### config.mk
export PLATFORM = sky130hd
export DESIGN_NAME = hs_sink_rx_flat
export DESIGN_NICKNAME = d
export VERILOG_FILES = /design/src/rtl/hs_pkg.sv /design/src/rtl/hs_sink_rx_if.sv /design/src/rtl/hs_sync_fifo.sv /design/src/rtl/hs_sink_rx.sv /design/src/flat_wrapper.sv
export SDC_FILE = /design/constraint.sdc
export NUM_CORES = 1
export LEC_CHECK = 0
export CAP_MARGIN = 30
export CORE_UTILIZATION = 52
export DETAILED_ROUTE_END_ITERATION = 8
export HOLD_SLACK_MARGIN = 0.06
export PLACE_DENSITY = 0.78
export SETUP_SLACK_MARGIN = 0.5
export SYNTH_ARGS = -nofsm -noshare
export SYNTH_HDL_FRONTEND = slang
export SYNTH_SLANG_ARGS = --single-unit
### constraint.sdc
create_clock -name clk -period 2.4 [get_ports clk]
set_input_delay 0.48 -clock clk [delete_from_list [all_inputs] [get_ports clk]]
set_output_delay 0.48 -clock clk [all_outputs]
set_load 0.005 [all_outputs]
### src/rtl/hs_pkg.sv
// Shared types and default sizing for the 4-phase bundled-data sink.
package hs_pkg;

  typedef enum logic {
    IDLE   = 1'b0,
    ACK_HI = 1'b1
  } hs_state_e;

  localparam int HS_DATA_W      = 3;
  localparam int HS_SYNC_STAGES = 2;
  localparam int HS_FIFO_DEPTH  = 4;

endpackage

### src/rtl/hs_sink_rx_if.sv
// Bundle of the async req/ack/data side and the clocked valid/ready side of the sink.
interface hs_sink_rx_if import hs_pkg::*; #(
  parameter int DATA_W     = HS_DATA_W,
  parameter int FIFO_DEPTH = HS_FIFO_DEPTH
) ();

  localparam int LVL_W = $clog2(FIFO_DEPTH) + 1;

  logic              req_in;
  logic [DATA_W-1:0] data_in;
  logic              ack_out;
  logic [DATA_W-1:0] dout;
  logic              dout_valid;
  logic              dout_ready;
  logic [LVL_W-1:0]  level;
  logic [7:0]        rx_count;

  modport master (
    output req_in, data_in, dout_ready,
    input  ack_out, dout, dout_valid, level, rx_count
  );

  modport slave (
    input  req_in, data_in, dout_ready,
    output ack_out, dout, dout_valid, level, rx_count
  );

endinterface

### src/rtl/hs_sync_fifo.sv
// First-word-fall-through FIFO: pop_dat shows the head with zero latency, push lands next edge.
// Push while full and pop while empty are ignored; fullness comes from the registered level.
module hs_sync_fifo #(
  parameter int W     = 3,
  parameter int DEPTH = 4
) (
  input  logic                     clk,
  input  logic                     rst,
  input  logic                     push,
  input  logic [W-1:0]             push_dat,
  input  logic                     pop,
  output logic [W-1:0]             pop_dat,
  output logic                     full,
  output logic                     empty,
  output logic [$clog2(DEPTH):0]   level
);

  localparam int AW = $clog2(DEPTH);
  localparam int LW = AW + 1;

  logic [W-1:0]  mem [DEPTH];
  logic [AW-1:0] wr_ptr;
  logic [AW-1:0] rd_ptr;
  logic [LW-1:0] level_q;
  logic          do_push;
  logic          do_pop;

  assign full    = (level_q == LW'(DEPTH));
  assign empty   = (level_q == '0);
  assign do_push = push && !full;
  assign do_pop  = pop && !empty;
  assign pop_dat = mem[rd_ptr];
  assign level   = level_q;

  // Storage is cleared on reset so the head reads 0 before the first push.
  always_ff @(posedge clk or negedge rst) begin
    if (!rst) begin
      for (int i = 0; i < DEPTH; i++) mem[i] <= '0;
      wr_ptr  <= '0;
      rd_ptr  <= '0;
      level_q <= '0;
    end else begin
      if (do_push) begin
        mem[wr_ptr] <= push_dat;
        wr_ptr      <= wr_ptr + 1'b1;
      end
      if (do_pop) rd_ptr <= rd_ptr + 1'b1;
      level_q <= level_q + LW'(do_push) - LW'(do_pop);
    end
  end

endmodule

### src/rtl/hs_sink_rx.sv
// Clocked terminator of a 4-phase req/ack pipeline: ack edges follow req edges by SYNC_STAGES+1 clocks.
// A full buffer withholds ack so the async pipeline stalls; words leave over valid/ready.
module hs_sink_rx import hs_pkg::*; #(
  parameter int DATA_W      = HS_DATA_W,
  parameter int SYNC_STAGES = HS_SYNC_STAGES,
  parameter int FIFO_DEPTH  = HS_FIFO_DEPTH
) (
  input logic         clk,
  input logic         rst,
  hs_sink_rx_if.slave bus
);

  logic [SYNC_STAGES-1:0] sync_q;
  logic                   req_s;
  hs_state_e              state_q;
  hs_state_e              state_d;
  logic                   push;
  logic                   full;
  logic                   empty;
  logic                   ack_q;
  logic [7:0]             rx_q;

  assign req_s = sync_q[SYNC_STAGES-1];

  always_ff @(posedge clk or negedge rst) begin
    if (!rst) sync_q <= '0;
    else      sync_q <= {sync_q[SYNC_STAGES-2:0], bus.req_in};
  end

  // Capture only on the IDLE->ACK_HI transition, giving one push per 4-phase cycle.
  always_comb begin
    state_d = state_q;
    push    = 1'b0;
    case (state_q)
      IDLE: begin
        if (req_s && !full) begin
          push    = 1'b1;
          state_d = ACK_HI;
        end
      end
      ACK_HI: begin
        if (!req_s) state_d = IDLE;
      end
      default: state_d = IDLE;
    endcase
  end

  always_ff @(posedge clk or negedge rst) begin
    if (!rst) begin
      state_q <= IDLE;
      ack_q   <= 1'b0;
      rx_q    <= '0;
    end else begin
      state_q <= state_d;
      ack_q   <= (state_d == ACK_HI);
      if (push) rx_q <= rx_q + 8'd1;
    end
  end

  hs_sync_fifo #(
    .W     (DATA_W),
    .DEPTH (FIFO_DEPTH)
  ) u_fifo (
    .clk      (clk),
    .rst      (rst),
    .push     (push),
    .push_dat (bus.data_in),
    .pop      (bus.dout_ready),
    .pop_dat  (bus.dout),
    .full     (full),
    .empty    (empty),
    .level    (bus.level)
  );

  assign bus.ack_out    = ack_q;
  assign bus.dout_valid = !empty;
  assign bus.rx_count   = rx_q;

endmodule

### src/flat_wrapper.sv
// flat-port wrapper written by rule: the top's interface ports become plain ports
module hs_sink_rx_flat import hs_pkg::*;
#(
  parameter int DATA_W      = HS_DATA_W,
  parameter int SYNC_STAGES = HS_SYNC_STAGES,
  parameter int FIFO_DEPTH  = HS_FIFO_DEPTH
)
  (clk, rst, bus_req_in, bus_data_in, bus_dout_ready, bus_ack_out, bus_dout, bus_dout_valid, bus_level, bus_rx_count);
  hs_sink_rx_if #(.DATA_W(DATA_W), .FIFO_DEPTH(FIFO_DEPTH)) bus_i ();
  input logic clk;
  input logic rst;
  input wire logic [$bits(bus_i.req_in)-1:0] bus_req_in;
  input wire logic [$bits(bus_i.data_in)-1:0] bus_data_in;
  input wire logic [$bits(bus_i.dout_ready)-1:0] bus_dout_ready;
  output wire logic [$bits(bus_i.ack_out)-1:0] bus_ack_out;
  output wire logic [$bits(bus_i.dout)-1:0] bus_dout;
  output wire logic [$bits(bus_i.dout_valid)-1:0] bus_dout_valid;
  output wire logic [$bits(bus_i.level)-1:0] bus_level;
  output wire logic [$bits(bus_i.rx_count)-1:0] bus_rx_count;
  assign bus_i.req_in = bus_req_in;
  assign bus_i.data_in = bus_data_in;
  assign bus_i.dout_ready = bus_dout_ready;
  assign bus_ack_out = bus_i.ack_out;
  assign bus_dout = bus_i.dout;
  assign bus_dout_valid = bus_i.dout_valid;
  assign bus_level = bus_i.level;
  assign bus_rx_count = bus_i.rx_count;
  hs_sink_rx #(.DATA_W(DATA_W), .SYNC_STAGES(SYNC_STAGES), .FIFO_DEPTH(FIFO_DEPTH)) u_core (.clk(clk), .rst(rst), .bus(bus_i));
endmodule
=== Word level (Yosys, flattened, before mapping) ===
Cells that the tools add are included.

* Magnitude comparators: 3
* Add/sub/neg operators: 5
* Bitwise gates (word level): 3
* Div/mod/pow operators: 0
* Equal/unequal tests: 1
* $mul: 0
* Reduce and logical (&&, ||, !) cells: 7
* Multiplexer cells: 10
* Shift-type cells: 0

{| class="wikitable"
|+ Operators by type and width
! kind !! count
|-
| 12-bit bitwise mux || 1
|-
| 3-bit two-way mux || 3
|-
| 8-bit by 1-bit adder with 8-bit output (second input constant) || 1
|-
| 3-bit binary-select mux with 2-bit select || 1
|-
| 3-bit demux with 2-bit select || 1
|-
| 3-bit greater-or-equal comparator (second input constant) || 2
|-
| 2-bit NOT with 3-bit output || 2
|-
| 2-bit by 1-bit adder with 2-bit output (second input constant) || 2
|-
| 1-bit logical AND || 4
|-
| 3-bit by 1-bit adder with 3-bit output || 1
|-
| 3-bit == test (second input constant) || 1
|-
| 3-bit logical NOT || 1
|-
| 3-bit by 1-bit less-than comparator with 1-bit output (second input constant) || 1
|-
| 1-bit two-way mux || 3
|-
| 3-bit by 1-bit subtractor with 3-bit output || 1
|-
| 1-bit logical NOT || 2
|-
| 1-bit case mux with 2 select lines || 1
|-
| 1-bit NOT || 1
|}

* Bits in registers: 30
* Memories: 0
* Input port bits: 7
* Latch bits: 0
* Memory bits (read-only): 0
* Memory bits (writable): 0
* Output and inout port bits: 16

=== Logic depth before layout (Yosys ltp) ===
* Word-level depth: 8
* Mapped depth: 11

=== Hierarchy ===
Synthesis repeated with hierarchy kept, for this count alone.

* Cells, all modules: 98
* Area total of the unflattened synthesis: 1372.6 um2

{| class="wikitable"
|+ Modules (own cells, without submodules)
! module !! times used !! area each (um2) !! cells each !! sequential area each (um2)
|-
| hs_sync_fifo || 1 || 933.4 || 66 || 475.5
|-
| hs_sink_rx || 1 || 439.2 || 32 || 275.3
|}

=== Least setup slack after synthesis ===
OpenSTA, ideal clock, no wires.

* Kind: reg-to-reg
* Start point: reg u_core.u_fifo.level_q[2], in the netlist u_core.u_fifo.level[2]
* End point: reg u_core.u_fifo.level_q[2], in the netlist u_core.u_fifo.level[2]
* Slack: 0.148 ns
* Clock period less this slack: 2.252 ns
* Cell stages (with the launch flop): 12
* Setup time: 0.125 ns
* Data arrival time: 2.127 ns
* Buffers on the path: 1
* Cell sequence: dfrtp_1 nor3b_4 buf_6 nor2_2 inv_1 ha_1 inv_1 ha_1 inv_1 fa_1 xnor2_1 xnor2_1

* Longest elaborated chain between the ends: 8
* Elaborated cells on any way between the ends: 11
* Classes of those cells: add/sub (2); eq/ne (1); mux (2); reduce/logical (6)

{| class="wikitable"
|+ RTL lines
! what !! RTL line !! source
|-
| start: declaration || hs_sync_fifo.sv:24 || <nowiki>logic [LW-1:0] level_q;</nowiki>
|-
| start signal: assignment || hs_sync_fifo.sv:48 || <nowiki>level_q <= level_q + LW'(do_push) - LW'(do_pop);</nowiki>
|-
| 3-bit == test || hs_sync_fifo.sv:28 || <nowiki>assign full = (level_q == LW'(DEPTH));</nowiki>
|-
| 1-bit logical NOT || hs_sync_fifo.sv:30, hs_sink_rx.sv:36 ||
|-
| 1-bit logical AND || hs_sink_rx.sv:36 || <nowiki>if (req_s && !full) begin</nowiki>
|-
| 1-bit two-way mux || hs_sink_rx.sv:36 ||
|-
| 1-bit two-way mux || hs_sink_rx.sv:34 || <nowiki>case (state_q)</nowiki>
|-
| 1-bit logical AND || hs_sync_fifo.sv:30 || <nowiki>assign do_push = push && !full;</nowiki>
|-
| 3-bit by 1-bit adder with 3-bit output || hs_sync_fifo.sv:48 ||
|-
| 3-bit by 1-bit subtractor with 3-bit output * || hs_sync_fifo.sv:48 ||
|}

Mark *: on every way between the ends. The rest lies on a longest branch, timed or not.
A chain may end at the register's enable or synchronous reset.

=== Worst setup path in the final report ===
* Start point: reg u_core.u_fifo.rd_ptr[0]
* End point: out bus_dout[1]

* Longest elaborated chain between the ends: 4

{| class="wikitable"
|+ RTL lines
! what !! RTL line !! source
|-
| start: declaration || hs_sync_fifo.sv:23 || <nowiki>logic [AW-1:0] rd_ptr;</nowiki>
|-
| start signal: assignment || hs_sync_fifo.sv:47 || <nowiki>if (do_pop) rd_ptr <= rd_ptr + 1'b1;</nowiki>
|-
| 2-bit NOT with 3-bit output (not written as such) || hs_sync_fifo.sv:32 || <nowiki>assign pop_dat = mem[rd_ptr];</nowiki>
|-
| 3-bit binary-select mux with 2-bit select || hs_sync_fifo.sv:32 ||
|-
| 3-bit two-way mux (not written as such) (2 in series) || hs_sync_fifo.sv:32 ||
|-
| end: declaration || flat_wrapper.sv:16 || <nowiki>output wire logic [$bits(bus_i.dout)-1:0] bus_dout;</nowiki>
|}

Every way passes these cells. The select of a mux whose other input is x is not followed.

==> qor.txt <==
Initial antenna violation count: 0
CTS Hold Buffers Added: 0
Clk slew on worst S/H paths: 90 ps
Fin. Hold Viols: 0
Number of unique standard cell types used by synthesis: 25
Synthesized area: 1400 sq um
Slew HR: 0.713
Pleak: 0.000883 uW
Most frequent cell after synthesis: dfrtp_1
Flip-flop and latch count after synthesis: 30
Setup TNS: 0 ps
Power per cell area: 1260 nW/um^2
WL final: 2740 um
CP arrival: 1530 ps
First-pass GRT wire length: 4260 um
Mapped Cells: 99
Syn Area/Cell: 14.2 sq um
Post-synth net total: 114
Unrepaired setup endpoints after global routing: yes
Critical path type: reg2out
Min-delay worst type: reg2reg
Yosys warns: 0
Synth top area cells: dfrtp_1 53%, mux2_1 6.4%, ha_1 6.2%, xor2_1 5.0%, mux2_2 4.8%
Post-synth EDFFs: 0
Post-route DRC violation count: 0
Tmin final: 2010 ps
Total GRT Usage: 0.224
1st-iter DRT viols: 12
Clock Tree Buf Depth: 2
Area growth, synth to finish: 35.9%
Status: complete, no violations
Routed Antenna Nets: 0
Clock Latency Late Sink: 330 ps
Die Width: 54.0 um
WP data required: 1920 ps
Vias in the first global route: 924
Seq/Total Area, Yosys: 0.535
Clock sink count: 30
Clk root buf: clkbuf_4
Via-to-Cell Ratio: 5.22
Nets: 158
Area leader, netlist: dfrtp_1
# setup viols final: 0
Crit-path max FO: 2
Antenna cells: 0
Least-Margin Pin Slew: 427 ps
Die area: 2910 sq um
Post-synth top area share: 0.535
Worst vdd ir: 0.000959 V
CTS tree: yes
Die height: 54.0 um
Commonest cells post-synth: 30 x dfrtp_1, 8 x mux2_1, 8 x xor2_1
H-tree Lvls: 2
Row count: 18
Detailed Routing Iterations Pass 1: 2
Detailed placer's ending HPWL: 1780 um
Area of the multi-input gates: 647 sq um
Asr flop ratio synth: 1.00
Share of cells above drive strength 1: 0.382
Worst Setup End Kind: primary output
Primary FF master, synth: dfrtp_1
Fin. max-slew vios: 0
Startpoint types: flip-flop
Grt ovf: 0
Max-Cap Viols: 0
Final Skew: 8.61 ps
Vias: 908
WL per Instance: 15.8 um
Largest net degree at the start of global routing: 31
Fill count: 162
Core Region: 2520 sq um
IO Count: 23
Peak Freq: 497 MHz
TritonCTS Buffers: 5
Initial Utilization: 0.557
Period utilisation layout: 0.838
Gp weighted congestion: 0.669
FF/Latch Area: 754 sq um
PortBufs: 22
Total power: 2400 uW
-- state kept, by name, summed over array words and instances (netlist names) --
register / flops
u_core.u_fifo.mem: 12
u_core.bus.rx_count: 8
u_core.state_q: 1
u_core.u_fifo.rd_ptr: 2
u_core.u_fifo.wr_ptr: 2
u_core.sync_q: 2
u_core.u_fifo.level: 3
-- kinds of logic (layout without fill, tap and decap cells) --
family / after synthesis / after routing / synth area share
adders and majority gates: 8 / 8 / 0.0766
muxes: 17 / 17 / 0.160
DFF: 30 / 30 / 0.535
buffers and inverters: 10 / 55 / 0.0330
xor gates and xnor gates: 12 / 12 / 0.0749
and+or+nand+nor: 20 / 20 / 0.109
AOI/OAI and AO/OA: 2 / 2 / 0.0116
-- power breakdown --
group	internal, uW	total [uW]	switching, uW
combinational	706	1110	401
sequential	731	923	193
clock	200	372	172
total	1640	2400	766
-- cell usage in the layout (no fill, tap or decap), types with 5 or more instances in the layout --
master           instances
dfrtp_1                 27
mux2_1                   8
clkbuf_4                 5
ha_1                     5
buf_4                   13
xor2_1                   8
clkdlybuf4s50_1         15
mux2_2                   6
buf_6                    5
-- worst paths after layout --
kind,startpoint,to,slack [ps],depth (start not counted)
min in group asynchronous,rst,u_core.u_fifo.mem[11]$_DFFE_PN0P_,520,2
max in group asynchronous,rst,u_core.u_fifo.level[1]$_DFF_PN0_,1580,2
min,u_core.sync_q[0]$_DFF_PN0_,u_core.sync_q[1]$_DFF_PN0_,410,0
max reg2reg,u_core.u_fifo.level[0]$_DFF_PN0_,u_core.u_fifo.level[2]$_DFF_PN0_,410,10
min reg2reg,u_core.sync_q[0]$_DFF_PN0_,u_core.sync_q[1]$_DFF_PN0_,410,0
max,u_core.u_fifo.rd_ptr[0]$_DFFE_PN0P_,bus_dout[1],390,4
-- timing repair --
item                       4_1_cts  5_1_grt
setup buffers                    9        5
pin swaps                        6        3
setup endpoints to repair        6        8
gates resized for setup         24        9
-- worst max-delay path: stages, from the launching register on --
cell     delay [ps]
dfrtp_2         430
buf_6           130
buf_6           100
mux4_2          400
buf_2           140
-- cell type report --
| class | count | share of cell area |
|---|---|---|
| flip-flops and latches | 30 | 0.395 |
| multi-input cells | 59 | 0.339 |
| repair buffers | 40 | 0.190 |
| clock buffers | 8 | 0.0413 |
| well taps | 30 | 0.0197 |
| inverters | 7 | 0.0151 |
-- metrics by stage --
step           instances  setup slack [ps]  hold slack, ps  instance area [sq um]   util
3_3_place_gp         152               168             332                   1680  0.666
6_report             174               390             406                   1910  0.756
5_1_grt              174               335             423                   1910  0.756
2_1_floorplan         99               282             184                   1420      -
4_1_cts              169               358             384                   1850  0.734
3_5_place_dp         152              76.0             366                   1680  0.666
-- per-layer routing --
metal	GRT usage	wire, um	up-vias
met5	0	0	-
met4	0.114	70	0
met3	0.0960	128	8
met2	0.329	1350	20
met1	0.279	1200	446
li1	-	-	434
No activity file was read; power rests on OpenSTA's default activity.
==> RTL edit, RTL diff (same settings) <==
Reset style: synchronous (`rst`), changed in 3 clocked blocks. Comments in the files are not updated.
--- a/src/rtl/hs_sync_fifo.sv
+++ b/src/rtl/hs_sync_fifo.sv
@@ -34,5 +34,5 @@
 
   // Storage is cleared on reset so the head reads 0 before the first push.
-  always_ff @(posedge clk or negedge rst) begin
+  always_ff @(posedge clk) begin
     if (!rst) begin
       for (int i = 0; i < DEPTH; i++) mem[i] <= '0;
--- a/src/rtl/hs_sink_rx.sv
+++ b/src/rtl/hs_sink_rx.sv
@@ -23,5 +23,5 @@
   assign req_s = sync_q[SYNC_STAGES-1];
 
-  always_ff @(posedge clk or negedge rst) begin
+  always_ff @(posedge clk) begin
     if (!rst) sync_q <= '0;
     else      sync_q <= {sync_q[SYNC_STAGES-2:0], bus.req_in};
@@ -46,5 +46,5 @@
   end
 
-  always_ff @(posedge clk or negedge rst) begin
+  always_ff @(posedge clk) begin
     if (!rst) begin
       state_q <= IDLE;
Check against the original RTL: differs if rst is asserted again (counterexample within 4 cycles, from zero or initial values and one cycle with rst low); with rst held inactive, the same outputs for 10 cycles.
==> RTL edit against the unedited design <==
Critical path type is now flip-flop to flip-flop; sequential cell count increased by 2; core utilization down 1.2 points; synthesized area rose by 1.2%; sequential share of layout area up 1.9 points; register-to-register slack worse by 20 ps; worst setup slack worse by 4.3 ps; design area down 1.6%; routed wire length increased by 16%; critical path depth is 5 higher.
Power is not compared: it rests on default switching activity, and its combinational part moved more than twofold at a synthesized area within 25%.
==> RTL edit: results (changes against the unedited design) <==
The flow ran to the end, and the final reports show no timing, DRC or antenna violations. The synthesized-area fraction occupied by ao, oa, aoi and oai cells is 0.107 (+0.0959). In the post-synthesis netlist, the biggest area contributors are sky130_fd_sc_hd__dfxtp_1, sky130_fd_sc_hd__edfxtp_1, sky130_fd_sc_hd__mux4_2.

The tools report the combined global-route utilization of all metal layers as 0.251 (+0.0265). The run gives 36 (+44%) as the number of distinct standard cells referenced by the synthesized netlist. The proportion of synthesized area in mux cells was 0.0546 (-0.106); the worst-case clock skew was 7.79 ps (-0.819 ps). After clock tree synthesis, the clock-pin slew on the worst setup and hold paths is 100 ps.

The number of cells on the worst reg-to-reg path came out at 9 (-1). The final non-filler cell total came out at 197 (+13%). u_core.u_fifo.mem holds more flip-flops than any other register. The slew at the pin closest to its max-slew limit came out at 664 ps (+237 ps). The number of cells on the worst hold path is 1 (+1).

Clock period minus final worst setup slack: 2010 ps (+4.28 ps). The tools report the via count of the first global-routing pass as 1096 (+19%). The synthesized-area fraction occupied by xor and xnor cells came out at 0.0247 (-0.0502). Port buffer count: 22 (unchanged).

The tools report the startpoint of the most critical hold path as u_core.sync_q[0]. The run gives 177 (+12%) as the number of nets in the layout. The startpoint identified for the worst register-to-register timing path is u_core.u_fifo.level[2].

The worst-case register-to-register setup slack was 390 ps (-20 ps). Critical-path cell with the highest stage delay: sky130_fd_sc_hd__or3b_4. Average via count per standard cell: 5.79 (+11%).

The family with the most delay on the worst path is simple AND/OR/NAND/NOR gates. The biggest cell delay along the critical path is 400 ps (-30 ps), and the length of routed met3 wiring is 166 um (+30%). For the number of design-rule violations left by the first detailed-router iteration, the log shows 58 (+46). The final-layout fill cell count is 186 (+15%), and the number of flops mapped to enable cells by yosys is 12 (+12). The share of synthesized area occupied by flip-flops and latches came out at 0.536 (+0.000923). The logs give 4920 um (+15%) for the first-pass GRT wire length and 2050 um (+15%) for the detailed placer's ending HPWL.

The highest fanout seen on the critical path was 5 (+3); the number of optimization iterations in the first detailed-route pass was 4 (+2). The per-cell routed wire length came out at 16.1 um (+2.5%). The run gives 1720 um^2 (+2.4%) as the area of placed instances. Final RePlAce weighted congestion: 0.802 (+20%). By count the netlist is led by sky130_fd_sc_hd__dfxtp_1, sky130_fd_sc_hd__edfxtp_1, sky130_fd_sc_hd__a21oi_1, sky130_fd_sc_hd__nor2_1, sky130_fd_sc_hd__o31ai_1.

Post-synthesis instance total: 128 (+29%). For the largest net degree at the start of global routing, the log shows 18 (-42%). After synthesis, the largest family of logic cells by area is simple AND/OR/NAND/NOR gates. Share of flip-flops with an asynchronous set or reset: 0 (-1.00). The endpoint of the lowest-slack register-to-register path was u_core.u_fifo.level[2]. Wire length on met2: 1620 um (+21%). The tools report the terminating pin of the worst hold path as u_core.sync_q[1]. The post-route worst hold slack was 450 ps (+44.6 ps).

The logs give 1330 um (+11%) for the wire length on met1 and 13.0 ps (-63.0 ps) for the worst slack at placement. The cell with the most instances after synthesis was sky130_fd_sc_hd__dfxtp_1.
-- RTL edit: cell types whose count changed after synthesis, sizes merged, moves of 7 or more --
cell | before | now
dfxtp | 0 | 20
dfrtp | 30 | 0
xor2 | 8 | 1
mux2 | 14 | 0
a21oi | 0 | 9
nor2 | 1 | 9
edfxtp | 0 | 12
-- RTL edit: timing repair --
action,in CTS,in global routing
pin swaps,3,2
setup endpoints to repair,6,13
resized for setup,15,7
buffers inserted,9,2
hold buffers,0,0
-- RTL edit: kinds of logic (layout without fill, tap and decap cells) --
logic type                 count (synthesis)  count (layout)
buffers and inverters                     14              53
muxes                                      4               4
AOI/OAI and AO/OA                         24              24
DFF                                       32              32
xor gates and xnor gates                   4               4
adders and majority gates                  4               4
and+or+nand+nor                           46              46
-- RTL edit: power breakdown --
group	total [mW]	switching [mW]	internal (mW)	leakage (nW)
combinational	0.544	0.241	0.303	0.406
clock	0.402	0.184	0.218	0.0422
sequential	0.689	0.0524	0.636	0.290
total	1.63	0.477	1.16	0.738
-- RTL edit: per-layer routing --
layer	up-vias	GRT usage
li1	547	-
met1	542	0.294
met2	45	0.417
met3	6	0.0750
met4	0	0.120
met5	-	0
-- RTL edit: cell type report --
type	instances	share of cell area
Inverter	9	0.0180
Sequential cell	32	0.414
Timing Repair Buffer	36	0.163
Multi-Input combinational cell	82	0.344
Tap cell	30	0.0200
Clock buffer	6	0.0220
Clock inverter	2	0.0187
-- RTL edit: worst max-delay path by stage --
stage	start	cells after the start	end
floorplan	u_core.u_fifo.level[1]	10	u_core.u_fifo.level[2]
global placement	bus_dout_ready	9	u_core.u_fifo.level[2]
detailed placement	bus_dout_ready	9	u_core.u_fifo.level[2]
CTS	u_core.u_fifo.level[0]	9	u_core.u_fifo.level[2]
global route	u_core.u_fifo.level[2]	9	u_core.u_fifo.level[2]
finish	u_core.u_fifo.level[2]	9	u_core.u_fifo.level[2]
